## config.mk

```make
export PLATFORM = sky130hd
export DESIGN_NAME = equilibrio_ctrl
export DESIGN_NICKNAME = d
export VERILOG_FILES = /design/src/rtl/equilibrio_ctrl.sv
export SDC_FILE = /design/constraint.sdc
export NUM_CORES = 1
export LEC_CHECK = 0
export BUFFER_PORTS_ARGS = -buffer_cell sky130_fd_sc_hd__buf_2
export CORE_MARGIN = 8
export CORE_UTILIZATION = 52
export CTS_CLUSTER_DIAMETER = 100
export CTS_CLUSTER_SIZE = 16
export DETAILED_ROUTE_END_ITERATION = 6
export PLACE_DENSITY = 0.76
export SYNTH_ARGS = -nofsm -noshare
export SYNTH_HDL_FRONTEND = slang
export SYNTH_SLANG_ARGS = --single-unit
```

## constraint.sdc

```tcl
create_clock -name clock -period 1.74 [get_ports clock]
set_input_delay 0.348 -clock clock [delete_from_list [all_inputs] [get_ports clock]]
set_output_delay 0.348 -clock clock [all_outputs]
set_load 0.1 [all_outputs]
```

## src/rtl/equilibrio_ctrl.sv

```systemverilog
// rtl/equilibrio_ctrl.sv - balance game sequencer driving the invertible counter
module equilibrio_ctrl #(
    parameter int M           = 100,
    parameter int N           = 7,
    parameter int TICK        = 50000,
    parameter int PAUSA_TICKS = 50,
    parameter int VIDAS       = 3,
    parameter int SCORE_W     = 16
) (
    input  logic               clock,
    input  logic               zera_as_n,
    input  logic               iniciar,
    input  logic               btn_dir,
    input  logic               btn_esq,
    input  logic [N-1:0]       Q_in,
    input  logic               fim,
    input  logic               inicio,
    output logic               conta,
    output logic               count_up,
    output logic               zera_s,
    output logic [2:0]         estado,
    output logic [1:0]         vidas,
    output logic [SCORE_W-1:0] pontos,
    output logic               queda,
    output logic               game_over
);

    localparam logic [2:0] OCIOSO   = 3'd0;
    localparam logic [2:0] PREPARA  = 3'd1;
    localparam logic [2:0] JOGANDO  = 3'd2;
    localparam logic [2:0] QUEDA    = 3'd3;
    localparam logic [2:0] PAUSA    = 3'd4;
    localparam logic [2:0] FIM_JOGO = 3'd5;

    localparam int TW = (TICK > 2) ? $clog2(TICK) : 1;
    localparam int PW = $clog2(PAUSA_TICKS + 1);

    localparam logic [N-1:0]  MID        = N'(M / 2);
    localparam logic [TW-1:0] TICK_LAST  = TW'(TICK - 1);
    localparam logic [PW-1:0] PAUSA_LAST = PW'(PAUSA_TICKS - 1);

    logic [2:0]    estado_r;
    logic [2:0]    estado_nx;
    logic [TW-1:0] tick_cnt;
    logic [PW-1:0] pausa_cnt;
    logic [7:0]    lfsr;
    logic          run;
    logic          tick;
    logic          caiu;
    logic          dir_cmd;

    assign estado = estado_r;
    assign run    = (estado_r == JOGANDO) || (estado_r == PAUSA);
    assign tick   = run && (tick_cnt == TICK_LAST);
    assign caiu   = fim | inicio;

    // Buttons win when exactly one is pressed; otherwise the beam drifts away from centre.
    always_comb begin
        dir_cmd = 1'b0;
        if (btn_dir && !btn_esq)
            dir_cmd = 1'b1;
        else if (btn_esq && !btn_dir)
            dir_cmd = 1'b0;
        else if (Q_in > MID)
            dir_cmd = 1'b1;
        else if (Q_in < MID)
            dir_cmd = 1'b0;
        else
            dir_cmd = lfsr[0];
    end

    assign count_up = (estado_r == JOGANDO) && dir_cmd;

    always_comb begin
        estado_nx = estado_r;
        conta     = 1'b0;
        zera_s    = 1'b0;
        queda     = 1'b0;
        game_over = 1'b0;
        case (estado_r)
            OCIOSO: begin
                if (iniciar)
                    estado_nx = PREPARA;
            end
            PREPARA: begin
                zera_s    = 1'b1;
                estado_nx = JOGANDO;
            end
            JOGANDO: begin
                // A fall suppresses the step so the counter never wraps by itself.
                if (caiu)
                    estado_nx = QUEDA;
                else if (tick)
                    conta = 1'b1;
            end
            QUEDA: begin
                zera_s    = 1'b1;
                queda     = 1'b1;
                estado_nx = (vidas == 2'd1) ? FIM_JOGO : PAUSA;
            end
            PAUSA: begin
                if (tick && (pausa_cnt == PAUSA_LAST))
                    estado_nx = JOGANDO;
            end
            FIM_JOGO: begin
                game_over = 1'b1;
                if (iniciar)
                    estado_nx = PREPARA;
            end
            default: estado_nx = OCIOSO;
        endcase
    end

    always_ff @(posedge clock or negedge zera_as_n) begin
        if (!zera_as_n) begin
            estado_r  <= OCIOSO;
            vidas     <= 2'(VIDAS);
            pontos    <= '0;
            tick_cnt  <= '0;
            pausa_cnt <= '0;
            lfsr      <= 8'h01;
        end else begin
            estado_r <= estado_nx;
            lfsr     <= {lfsr[6:0], lfsr[7] ^ lfsr[5] ^ lfsr[4] ^ lfsr[3]};

            if (!run || tick)
                tick_cnt <= '0;
            else
                tick_cnt <= tick_cnt + 1'b1;

            case (estado_r)
                PREPARA: begin
                    vidas  <= 2'(VIDAS);
                    pontos <= '0;
                end
                JOGANDO: begin
                    if (conta && (pontos != '1))
                        pontos <= pontos + 1'b1;
                end
                QUEDA: begin
                    vidas     <= vidas - 1'b1;
                    pausa_cnt <= '0;
                end
                PAUSA: begin
                    if (tick)
                        pausa_cnt <= pausa_cnt + 1'b1;
                end
                default: ;
            endcase
        end
    end

endmodule

```

======== Word level (Yosys, flattened, before mapping) ========
Index checks and enable logic that the tools add are counted.
word-level totals
  bits in latches ......................... 0
  ROM bits ................................ 0
  register bits after elaboration ......... 51
  memories kept ........................... 0
  memory bits (writable) .................. 0
operators by class
  muxes and demuxes ....................... 21
  $add $sub $neg .......................... 4
  reduce and logical (&&, ||, !) cells .... 20
  bitwise logic cells ..................... 4
  shifts and indexed selects .............. 0
  multiply operators ...................... 0
  equality and inequality tests ........... 14
  div/mod/pow operators ................... 0
  $lt $le $gt $ge ......................... 2
operator list
  operator                 number
  $add A16 B1 Y16 const B  2
  $mux W16                 2
  $pmux W16 S2             1
  $eq A16 B16 Y1 const B   1
  $ne A16 B16 Y1 const B   1
  $pmux W3 S5              1
  $pmux W6 S2              1
  $mux W1                  11
  $mux W3                  3
  $gt A7 B6 Y1 const B     1
  $lt A7 B6 Y1 const B     1
  $add A6 B1 Y6 const B    1
  $eq A3 B2 Y1 const B     2
  $eq A3 B3 Y1 const B     2
  $eq A6 B6 Y1 const B     1
  $logic_and A1 B1 Y1      6
  $mux W6                  1
  $ne A2 B1 Y1 const B     3
  $reduce_bool A2 Y1       3
  $ne A2 B2 Y1 const B     2
  $pmux W2 S2              1
  $reduce_and A2 Y1        2
  $reduce_or A2 Y1         2
  $eq A3 B1 Y1 const B     1
  other kinds (8)          13

======== Depth between registers and ports, before layout ========
Gate-level depths: netlist of the first run.
  word-level depth ........................ 9
  depth in mapped cells ................... 8
  gate-level depth less buffers ........... 5

======== Worst setup path after synthesis of the first run ========
Ideal clock, no wire load.
  path type ............................... reg2reg
  start ................................... reg estado_r[2] (netlist: estado[2])
  end ..................................... reg pontos[9]
  data required time ...................... 1.610 ns
  cell stages (with the launch flop) ...... 8
  period minus slack after synthesis ...... 3.548 ns
  setup time .............................. 0.130 ns
  setup slack ............................. -1.808 ns
  arrival time ............................ 3.418 ns
  cells stage by stage .................... dfrtp_1 -> clkbuf_2 -> nor2b_1 -> nand2b_1 -> buf_2 -> buf_1 -> nand2_1 -> mux2i_1
between the ends
  word-level cells in the longest chain between the ends .. 9
  elaborated cells between the ends (all ways) .. 13
  classes of those cells .................. eq/ne: 4; mux: 4; reduce/logical: 5
RTL lines
  element                                              RTL line     text
  start, declared                                      42           logic [2:0] estado_r;
  start signal, assigned                               123          estado_r <= estado_nx;
  $eq A3 B2 Y1 / $eq A3 B3 Y1 (equally long branches)  53, 80, 131
  $logic_or A1 B1 Y1                                   53           assign run = (estado_r == JOGANDO) || (estado_r == PAUSA);
  $logic_and A1 B1 Y1                                  54           assign tick = run && (tick_cnt == TICK_LAST);
  $mux W1                                              93           else if (tick)
  $mux W1                                              91           if (caiu)
  $mux W1                                              80           case (estado_r)
  $logic_and A1 B1 Y1                                  137          if (conta && (pontos != '1))
  $ne A2 B1 Y1 (no source line)                        --
  $reduce_and A2 Y1 (no source line)                   --
  end signal, assigned                                 138          pontos <= pontos + 1'b1;
  end, declared                                        23           output logic [SCORE_W-1:0] pontos,
Several ways; a longest one is shown, not always the timed one.
A chain may end at the register's enable or synchronous reset.

======== Final worst setup path of the first run ========
  start ................................... reg estado_r[0] (netlist: estado[0])
  end ..................................... out conta
between the ends
  word-level cells in the longest chain between the ends .. 6
  elaborated cells between the ends (all ways) .. 7
  classes of those cells .................. eq/ne: 2; mux: 3; reduce/logical: 2
RTL lines
  element                                              RTL line  text
  $eq A3 B2 Y1 / $eq A3 B3 Y1 (equally long branches)  53, 80
  $logic_or A1 B1 Y1                                   53
  $logic_and A1 B1 Y1                                  54
  $mux W1                                              93
  $mux W1                                              91
  $mux W1 (*)                                          80
  end, declared                                        18        output logic conta,
Mark *: on every way between the ends. The rest lies on a longest branch, timed or not.

==> metrics.csv, run 1 <==
metric,value,unit
run_status,"finished, violations left",
violations,negative setup slack,
track_usage,18.2,%
cts-root-buf,clkbuf_8,
ys_seq_area_share,44.6,%
p_total,4.38,mW
crit_required,1.39,ns
p_leak,1.87,nW
crit_type,flip-flop to output pin,
fill_cells,342,
via_per_inst,5.78,
synth_compound_area_share,8.68,%
dp_worst_setup_slack,-0.125,ns
yosys.area.top_type_share,41.9,%
cts_buffer_depth,2,
setup_violations,32,
drive_gt1_share,48.2,%
critPathArrivalTime,1.71,ns
synth-seq-cells,51,
die_y,90.3,µm
h-tree-depth,2,
final_cell_mix,"buf_4 (64), buf_2 (32), dfrtp_1 (29)",
critical-path-max-stage-delay,0.52,ns
maxSlewViolCount,0,
initial_core_util,53.1,%
worstRegToRegCells,7,
wl_per_cell,17.6,µm
vias,2695,
syn_nets,303,
holdBufCountCts,0,
synth_edf_count,0,
worst_pin_slew,0.569,ns
area_delta_synth_final,45.2,%
synthMuxAreaShare,5.28,%
gp_congestion,0.847,
cts_made_buffers,5,
synth_area_leader_cell,dfrtp_1,
synth_cell_types,51,
fin_ws,-0.322,ns
yosysWarnings,0,
crit_slowest_cell,dfrtp_4,
n_antenna_cell,0,
die-area,8150,µm²
ant_nets,0,
path_cells,nor3b_4 > buf_6 > nand2_2 > nor2_4 > buf_12,
fmax,485,MHz
min_path_type,input pin to asynchronous set/reset pin,
grt_pass1_wl,12200,µm
multiInputGateArea,1670,µm²
period_minus_slack,2.06,ns
max_slew_margin,62.0,%
die_w,90.3,µm
hold_viol_final,0,
reg2reg_from,estado[0],
finClkSkew,0.0114,ns
synth.cell_area,2870,µm²
startpoint_type,flip-flop,
async_flop_share,100,%
worst_setup_path_end_kind,output pin,
top_level_ports,40,
core_area,5410,µm²
grt_pass1_vias,2486,
grt_max_degree,52,
synth_xor_area_share,4.58,%
nNetsFinal,412,
drt_iter0_markers,217,
syn_inst,284,
drt_pass1_iterations,5,
clock_latency,0.31,ns
synthAdderAreaFrac,2.18,%
clock-sinks,51,
yosys-top-cells-area,"dfrtp_1 (42%), mux2i_1 (4.9%), nand2_1 (3.7%), nor4_2 (3.5%), nand2b_1 (2.8%)",
rrSetupSlack,-0.21,ns
ir_worst_vdd,1.87,mV
rsz0062_at_grt,yes,
hpwlAfterDp,4940,µm
synthSimpleGateAreaFrac,30.3,%
route.detailed.drc,0,
placementRows,27,
port-buffer-count,39,
final_common_cell,buf_4,
maxCapViolCount,0,
p_per_area,1050,nW/µm²
timing.rr.end,pontos[12],
synth.avg_cell_area,10.1,µm²
seq_area,1320,µm²
totalWireLength,8200,µm
synth_ff_type,dfrtp_1,
cp_max_fo,7,
synth_top_family_by_area,simple AND/OR/NAND/NOR gates,
cts_tree,yes,
gr-total-overflow,0,
antenna_found_initial,0,
period_share,118,%
clk_pin_slew,0.09,ns
[state kept, by name, indices dropped and copies added (netlist names)]
name and flops:
pontos 16, tick_cnt 16, lfsr 8, pausa_cnt 6, estado 3, vidas 2
[repair_timing]
| action | CTS | global route |
|---|---|---|
| setup endpoints to repair | 26 | 45 |
| resized for setup | 32 | 23 |
| pin swaps | 11 | 8 |
| buffers inserted | 16 | 16 |
| cloned | 0 | 0 |
[where the power goes]
| part | switching [mW] | internal, mW | total, mW | leakage (nW) |
|---|---|---|---|---|
| Sequential | 0.0799 | 1.29 | 1.37 | 0.666 |
| Clock | 0.396 | 0.466 | 0.861 | 0.0612 |
| Combinational | 1.31 | 0.845 | 2.16 | 1.14 |
[area by class of cell]
type / instances / area share [%]
repair buffers: 117 / 22.7
inverters: 7 / 0.721
well taps: 72 / 2.16
clock inverters: 2 / 0.841
multi-input cells: 211 / 40.0
flip-flops and latches: 51 / 31.6
clock buffers: 6 / 1.98
[layer usage]
layer | part of all wire (%) | up-vias | GRT usage (%) | wire length [µm]
li1 | - | 1251 | - | -
met1 | 41 | 1322 | 23.4 | 3320
met2 | 52 | 109 | 29.9 | 4240
met3 | 5.7 | 13 | 3.08 | 467
met4 | 2.0 | 0 | 6.52 | 167
met5 | 0 | - | 0 | 0
[worst max-delay path, delay by kind of cell (launching register included)]
| family | cells | cell delay [ns] |
|---|---|---|
| simple gates | 3 | 0.56 |
| flops | 1 | 0.52 |
| buf+inv | 2 | 0.32 |
[how the worst max path moves through the flow]
stage            startpoint         to  slack [ns]  cells past startpoint
2_1_floorplan     estado[2]      conta       -0.40                      5
3_3_place_gp   tick_cnt[10]  pontos[9]       -0.05                      5
3_5_place_dp   tick_cnt[10]  pontos[1]       -0.13                      5
4_1_cts         tick_cnt[7]      conta       -0.30                      5
5_1_grt        tick_cnt[11]      conta       -0.39                      5
6_report          estado[0]      conta       -0.32                      5
[metrics by stage]
step                util (%)  instances  area (µm²)  TNS, ns  hold WS, ns
global placement        67.0        430        3620   -0.361        0.335
floorplan                  -        284        3010    -6.07       0.0524
global route            77.1        466        4170    -7.48       0.0305
CTS                     73.8        454        3990    -2.79       0.0275
detailed placement      67.0        430        3620    -1.33        0.339
finish                  77.1        466        4170    -3.59       0.0143
[cell families after synthesis]
family,after synthesis
AOI/OAI and AO/OA,37
adders and majority gates,5
muxes,15
xor gates and xnor gates,15
DFF,51
buffers and inverters,22
and+or+nand+nor,139
[synth_stat cells (all sizes together), types with 8 or more instances]
cell type  count
nand4         14
nor2          18
nand2b        13
nor4          11
and3          10
xor2           8
mux2i         14
buf           10
dfrtp         48
nand2         28
nand3         11
a21oi         10
No activity file was read; power rests on OpenSTA's default activity.
==> run 2: changes to the inputs <==
Settings changed: PLACE_DENSITY 0.76 to 0.81, SKIP_CTS_REPAIR_TIMING set to 1.
==> run 2 against run 1 <==
  * Register-to-register slack is essentially flat
  * Non-clock buffer count shrank 19
  * Sequential share of layout area grew 1.3 points
  * Sequential power is essentially flat
  * Maximum frequency shrank 0.49%
  * Critical path depth is the same
  * Highest routed layer unchanged
  * Clock skew shrank 0.0076 ns
  * Core utilization shrank 3.1 points
  * Via count shrank 2.7%
  * Largest power group unchanged
  * The flow still finishes with violations (negative setup slack)
  * Die area is the same
  * Cell count shrank 4.1%
==> metrics.csv, run 2 (same netlist as run 1, synthesis figures left out) <==
metric,value,unit,change
run_status,"finished, violations left",,
violations,negative setup slack,,
cts_tree,yes,,
antenna_found_initial,0,,unchanged
startpoint_type,flip-flop,,
worst_setup_path_end_kind,output pin,,
worst_pin_slew,0.692,ns,+0.122 ns
fin_ws,-0.332,ns,-0.0101 ns
nNetsFinal,393,,-4.6%
totalWireLength,7770,µm,-5.2%
drt_pass1_iterations,5,,unchanged
placed_area,3570,µm²,-1.5%
drt_iter0_markers,189,,-13%
h-tree-depth,2,,unchanged
cts-root-buf,clkbuf_8,,
wl_per_cell,17.4,µm,-1.1%
cp_max_fo,2,,-5
period_minus_slack,2.07,ns,+0.0101 ns
grt_max_degree,52,,unchanged
critPathArrivalTime,1.72,ns,about the same
initial_core_util,53.1,%,unchanged
dp_worst_setup_slack,-0.151,ns,-0.0252 ns
crit_type,flip-flop to output pin,,
clk_pin_slew,0.10,ns,about the same
route.detailed.drc,0,,unchanged
crit_required,1.39,ns,about the same
max_slew_margin,53.9,%,-8.1 points
final_cell_mix,"buf_4 (48), buf_2 (33), dfrtp_1 (29)",,
finClkSkew,0.00377,ns,-0.00761 ns
top_level_ports,40,,unchanged
vias,2621,,-2.7%
cts_buffer_depth,2,,unchanged
maxSlewViolCount,0,,unchanged
die-area,8150,µm²,unchanged
ir_worst_vdd,1.76,mV,-6.1%
p_per_area,1070,nW/µm²,+1.8%
track_usage,17.3,%,-0.86 points
grt_pass1_wl,11900,µm,-2.7%
final_common_cell,buf_4,,
clock_latency,0.31,ns,about the same
reg_top3,"pontos x16, tick_cnt x16, lfsr x8",,
clock-sinks,51,,unchanged
period_share,119,%,+0.58 points
finalInstanceArea,4000,µm²,-4.1%
die_w,90.3,µm,unchanged
n_antenna_cell,0,,unchanged
maxCapViolCount,0,,unchanged
setup_violations,29,,-9.4%
hpwlAfterDp,5080,µm,+2.8%
rrSetupSlack,-0.20,ns,about the same
placementRows,27,,unchanged
gp_congestion,0.861,,+1.6%
port-buffer-count,39,,unchanged
core_area,5410,µm²,unchanged
gr-total-overflow,0,,unchanged
cts_made_buffers,5,,unchanged
die_y,90.3,µm,unchanged
via_per_inst,5.86,,+1.4%
rsz0062_at_grt,yes,,
layoutNonFillerInstCount,447,,-4.1%
area_delta_synth_final,39.2,%,
drive_gt1_share,44.8,%,-3.4 points
p_leak,1.74,nW,-6.6%
min_path_type,input pin to asynchronous set/reset pin,,
fmax,483,MHz,-0.49%
ant_nets,0,,unchanged
place_inst,423,,-1.6%
grt_pass1_vias,2547,,+2.5%
hold_viol_final,0,,unchanged
run 2: cell types whose count changed in the layout (fill, tap and decap cells not counted), moves of 2 or more:
cell / previous run / this run
buf_4: 64 / 48
buf_6: 12 / 7
a21oi_1: 6 / 8
a21oi_2: 3 / 1
run 2: worst max-delay path, cell delays in order (launching register included):
cell     delay (ns)
dfrtp_1        0.43
nor4b_4        0.31
buf_4          0.15
nand4_1        0.17
nor2_4         0.18
buf_12         0.18
run 2: worst paths after layout:
check | startpoint | endpoint | cells after the start
worst max-delay path | tick_cnt[7] | conta | 5
worst min-delay path | zera_as_n | lfsr[1] | 2
worst max register to register | tick_cnt[7] | pontos[3] | 6
worst min register to register | lfsr[6] | lfsr[7] | 0
max in group asynchronous | zera_as_n | vidas[1] | 2
min in group clock | lfsr[6] | lfsr[7] | 0
run 2: area by class of cell:
cell class                      count  area, µm²
Tap cell                           72       90.1
Multi-Input combinational cell    211       1640
Timing Repair Buffer               98        795
Fill cell                         351       1410
Clock inverter                      3       46.3
Sequential cell                    51       1320
Inverter                            7       35.0
Clock buffer                        5       68.8
run 2: layer usage:
metal  GRT usage (%)  up-vias  share of wire (%)
met5               0        -                  0
met4            6.10        0                2.6
met3            3.49       18                3.7
met2            28.9       83                 50
met1            21.6     1298                 43
li1                -     1222                  -
run 2: power breakdown:
group | total (mW) | internal [mW] | switching, mW | leakage [nW]
logic | 2.06 | 0.759 | 1.30 | 1.02
clock network | 0.864 | 0.434 | 0.430 | 0.0548
registers | 1.36 | 1.29 | 0.0707 | 0.666
run 2: stage by stage:
step | power (mW) | TNS [ns] | hold slack (ns) | util (%)
final | 4.28 | -3.85 | 0.00339 | 73.9
after global placement | 2.98 | -0.193 | 0.334 | 66.0
after floorplan | 2.64 | -6.07 | 0.0524 | -
after detailed placement | 3.02 | -1.35 | 0.339 | 66.0
after CTS | 3.88 | -2.82 | 0.0168 | 68.1
after global routing | 4.44 | -5.68 | 0.0253 | 73.9
==> run 3: changes to the inputs <==
Settings changed: GPL_TIMING_DRIVEN set to 0, TNS_END_PERCENT set to 50.
==> run 3 against run 2 <==
  * Wire length up 3.7%
  * Hold slack better by 0.24 ns
  * Global-route usage down 1.4 points
  * The run still ends with negative setup slack left
  * Sequential power barely moved
  * Maximum frequency is 2.1% lower
  * Critical endpoint unchanged
  * Clock-buffer cell count up 1
  * Cell area fell by 1.1%
  * Critical path type unchanged
==> metrics.csv, run 3 (same netlist as run 1, synthesis figures left out) <==
metric,value,unit,change
run_status,"finished, violations left",,
violations,negative setup slack,,
totalWireLength,8060,µm,+3.7%
grt_pass1_vias,2167,,-15%
top_level_ports,40,,unchanged
die-area,8150,µm²,unchanged
cts-root-buf,clkbuf_8,,
use_met3,3.74,%,+0.25 points
vias,2576,,-1.7%
rsz0062_at_grt,yes,,
clock_latency,0.32,ns,about the same
ant_nets,0,,unchanged
layoutNonFillerInstCount,430,,-3.8%
finClkSkew,0.0153,ns,+0.0116 ns
die_w,90.3,µm,unchanged
wl_per_cell,18.7,µm,+7.8%
worst_pin_slew,1.14,ns,+0.447 ns
nNetsFinal,376,,-4.3%
maxSlewViolCount,0,,unchanged
cp_common_cell,buf_8,,
worst_setup_path_end_kind,output pin,,
critPathArrivalTime,1.77,ns,+0.05 ns
grt_max_degree,52,,unchanged
crit_required,1.39,ns,about the same
fin_ws,-0.376,ns,-0.0441 ns
placementRows,27,,unchanged
cts_tree,yes,,
cts_buffer_depth,2,,unchanged
min_path_type,input pin to asynchronous set/reset pin,,
cp_top_family,flip-flops,,
final_common_cell,buf_2,,
port-buffer-count,39,,unchanged
core_area,5410,µm²,unchanged
post-route-util,73.1,%,-0.83 points
hpwlAfterDp,4570,µm,-10%
clock-sinks,51,,unchanged
critical-path-max-stage-delay,0.50,ns,+0.07 ns
grt_pass1_wl,10800,µm,-9.8%
die_y,90.3,µm,unchanged
drt_pass1_iterations,4,,-1
crit_type,flip-flop to output pin,,
cts_made_buffers,5,,unchanged
period_share,122,%,+2.5 points
area_delta_synth_final,37.7,%,
antenna_found_initial,0,,unchanged
p_leak,1.67,nW,-4.3%
final_cell_mix,"buf_2 (35), nand2_1 (26), dfrtp_1 (23), buf_4 (23), dfrtp_2 (20)",,
h-tree-depth,2,,unchanged
grt-busiest-layer,met2,,
drive_gt1_share,44.4,%,-0.39 points
gr-total-overflow,0,,unchanged
period_minus_slack,2.12,ns,+0.0441 ns
startpoint_type,flip-flop,,
use_met1,20.9,%,-0.73 points
setup_violations,35,,+21%
ir_worst_vdd,1.32,mV,-25%
hold_viol_final,0,,unchanged
max_slew_margin,24.1,%,-30 points
crit_slowest_cell,dfrtp_4,,
gp_congestion,0.832,,-3.3%
track_usage,15.9,%,-1.4 points
p_per_area,1080,nW/µm²,+1.1%
via_per_inst,5.99,,+2.2%
initial_core_util,53.1,%,unchanged
clk_pin_slew,0.11,ns,about the same
cp-startpoint,estado[0],,
maxCapViolCount,0,,unchanged
place_inst,395,,-6.6%
path_cells,buf_8 > nor3b_4 > nand2_2 > buf_8 > nor2_4 > buf_12,,
grt_util_met2,24.7,%,-4.2 points
worst-path-buf-inv,3,,+1
reg2reg_from,tick_cnt[7],,
reg_top3,"pontos x16, tick_cnt x16, lfsr x8",,
n_antenna_cell,0,,unchanged
cp_max_fo,4,,+2
route.detailed.drc,0,,unchanged
drt_iter0_markers,161,,-15%
fmax,473,MHz,-2.1%
==> run 3: cell types whose count changed in the layout (fill, tap and decap cells not counted), moves of 2 or more <==
| cell | delta |
|---|---|
| clkbuf_16 | +2 |
| dfrtp_1 | -6 |
| or4_1 | -2 |
| buf_4 | -25 |
| buf_2 | +2 |
| buf_8 | +3 |
| or4_4 | +2 |
| buf_12 | -2 |
| dfrtp_2 | +6 |
==> run 3: cell type report <==
type,count,area (µm²)
Clock buffer,6,72.6
Inverter,7,33.8
Fill cell,350,1460
Tap cell,72,90.1
Sequential cell,51,1320
Timing Repair Buffer,69,553
Buffer,12,141
Multi-Input combinational cell,211,1700
Clock inverter,2,37.5
==> run 3: routing by layer <==
metal	up-vias	wire (µm)	part of all wire, %
li1	1182	-	-
met1	1301	3480	43
met2	80	4040	50
met3	13	384	4.8
met4	0	164	2.0
met5	-	0	0
==> run 3: path summary, 6_finish.rpt <==
path | to | slack, ns | cells after the start
max in group asynchronous | estado[2] | 0.66 | 1
setup reg to reg | pontos[11] | -0.30 | 6
hold reg to reg | lfsr[7] | 0.34 | 0
setup / recovery | conta | -0.38 | 6
min in group clock | estado[2] | 0.34 | 4
hold / removal | pausa_cnt[4] | 0.24 | 1
==> run 3: worst register-to-register path, stage by stage, from the launching register on <==
cell and delay, ns:
dfrtp_2 0.47, nor4b_4 0.29, buf_4 0.17, nand4_4 0.16, buf_6 0.20, or4_1 0.51, o211a_1 0.14
==> run 3: power breakdown <==
part           internal (mW)  switching (mW)
clock network          0.430           0.435
registers               1.29           0.106
logic                  0.719            1.31
==> run 3: stage by stage <==
step                hold slack [ns]  worst slack, ns  setup TNS [ns]  cell area, µm²  power, mW
floorplan                    0.0524           -0.404           -6.07            3010       2.64
CTS                           0.280           -0.736           -9.18            3400       3.77
finish                        0.241           -0.376           -4.93            3950       4.28
detailed placement            0.336           -0.380           -6.72            3290       2.93
global route                  0.335           -0.456           -7.97            3950       4.46
global placement              0.336           -0.382           -5.88            3290       2.90
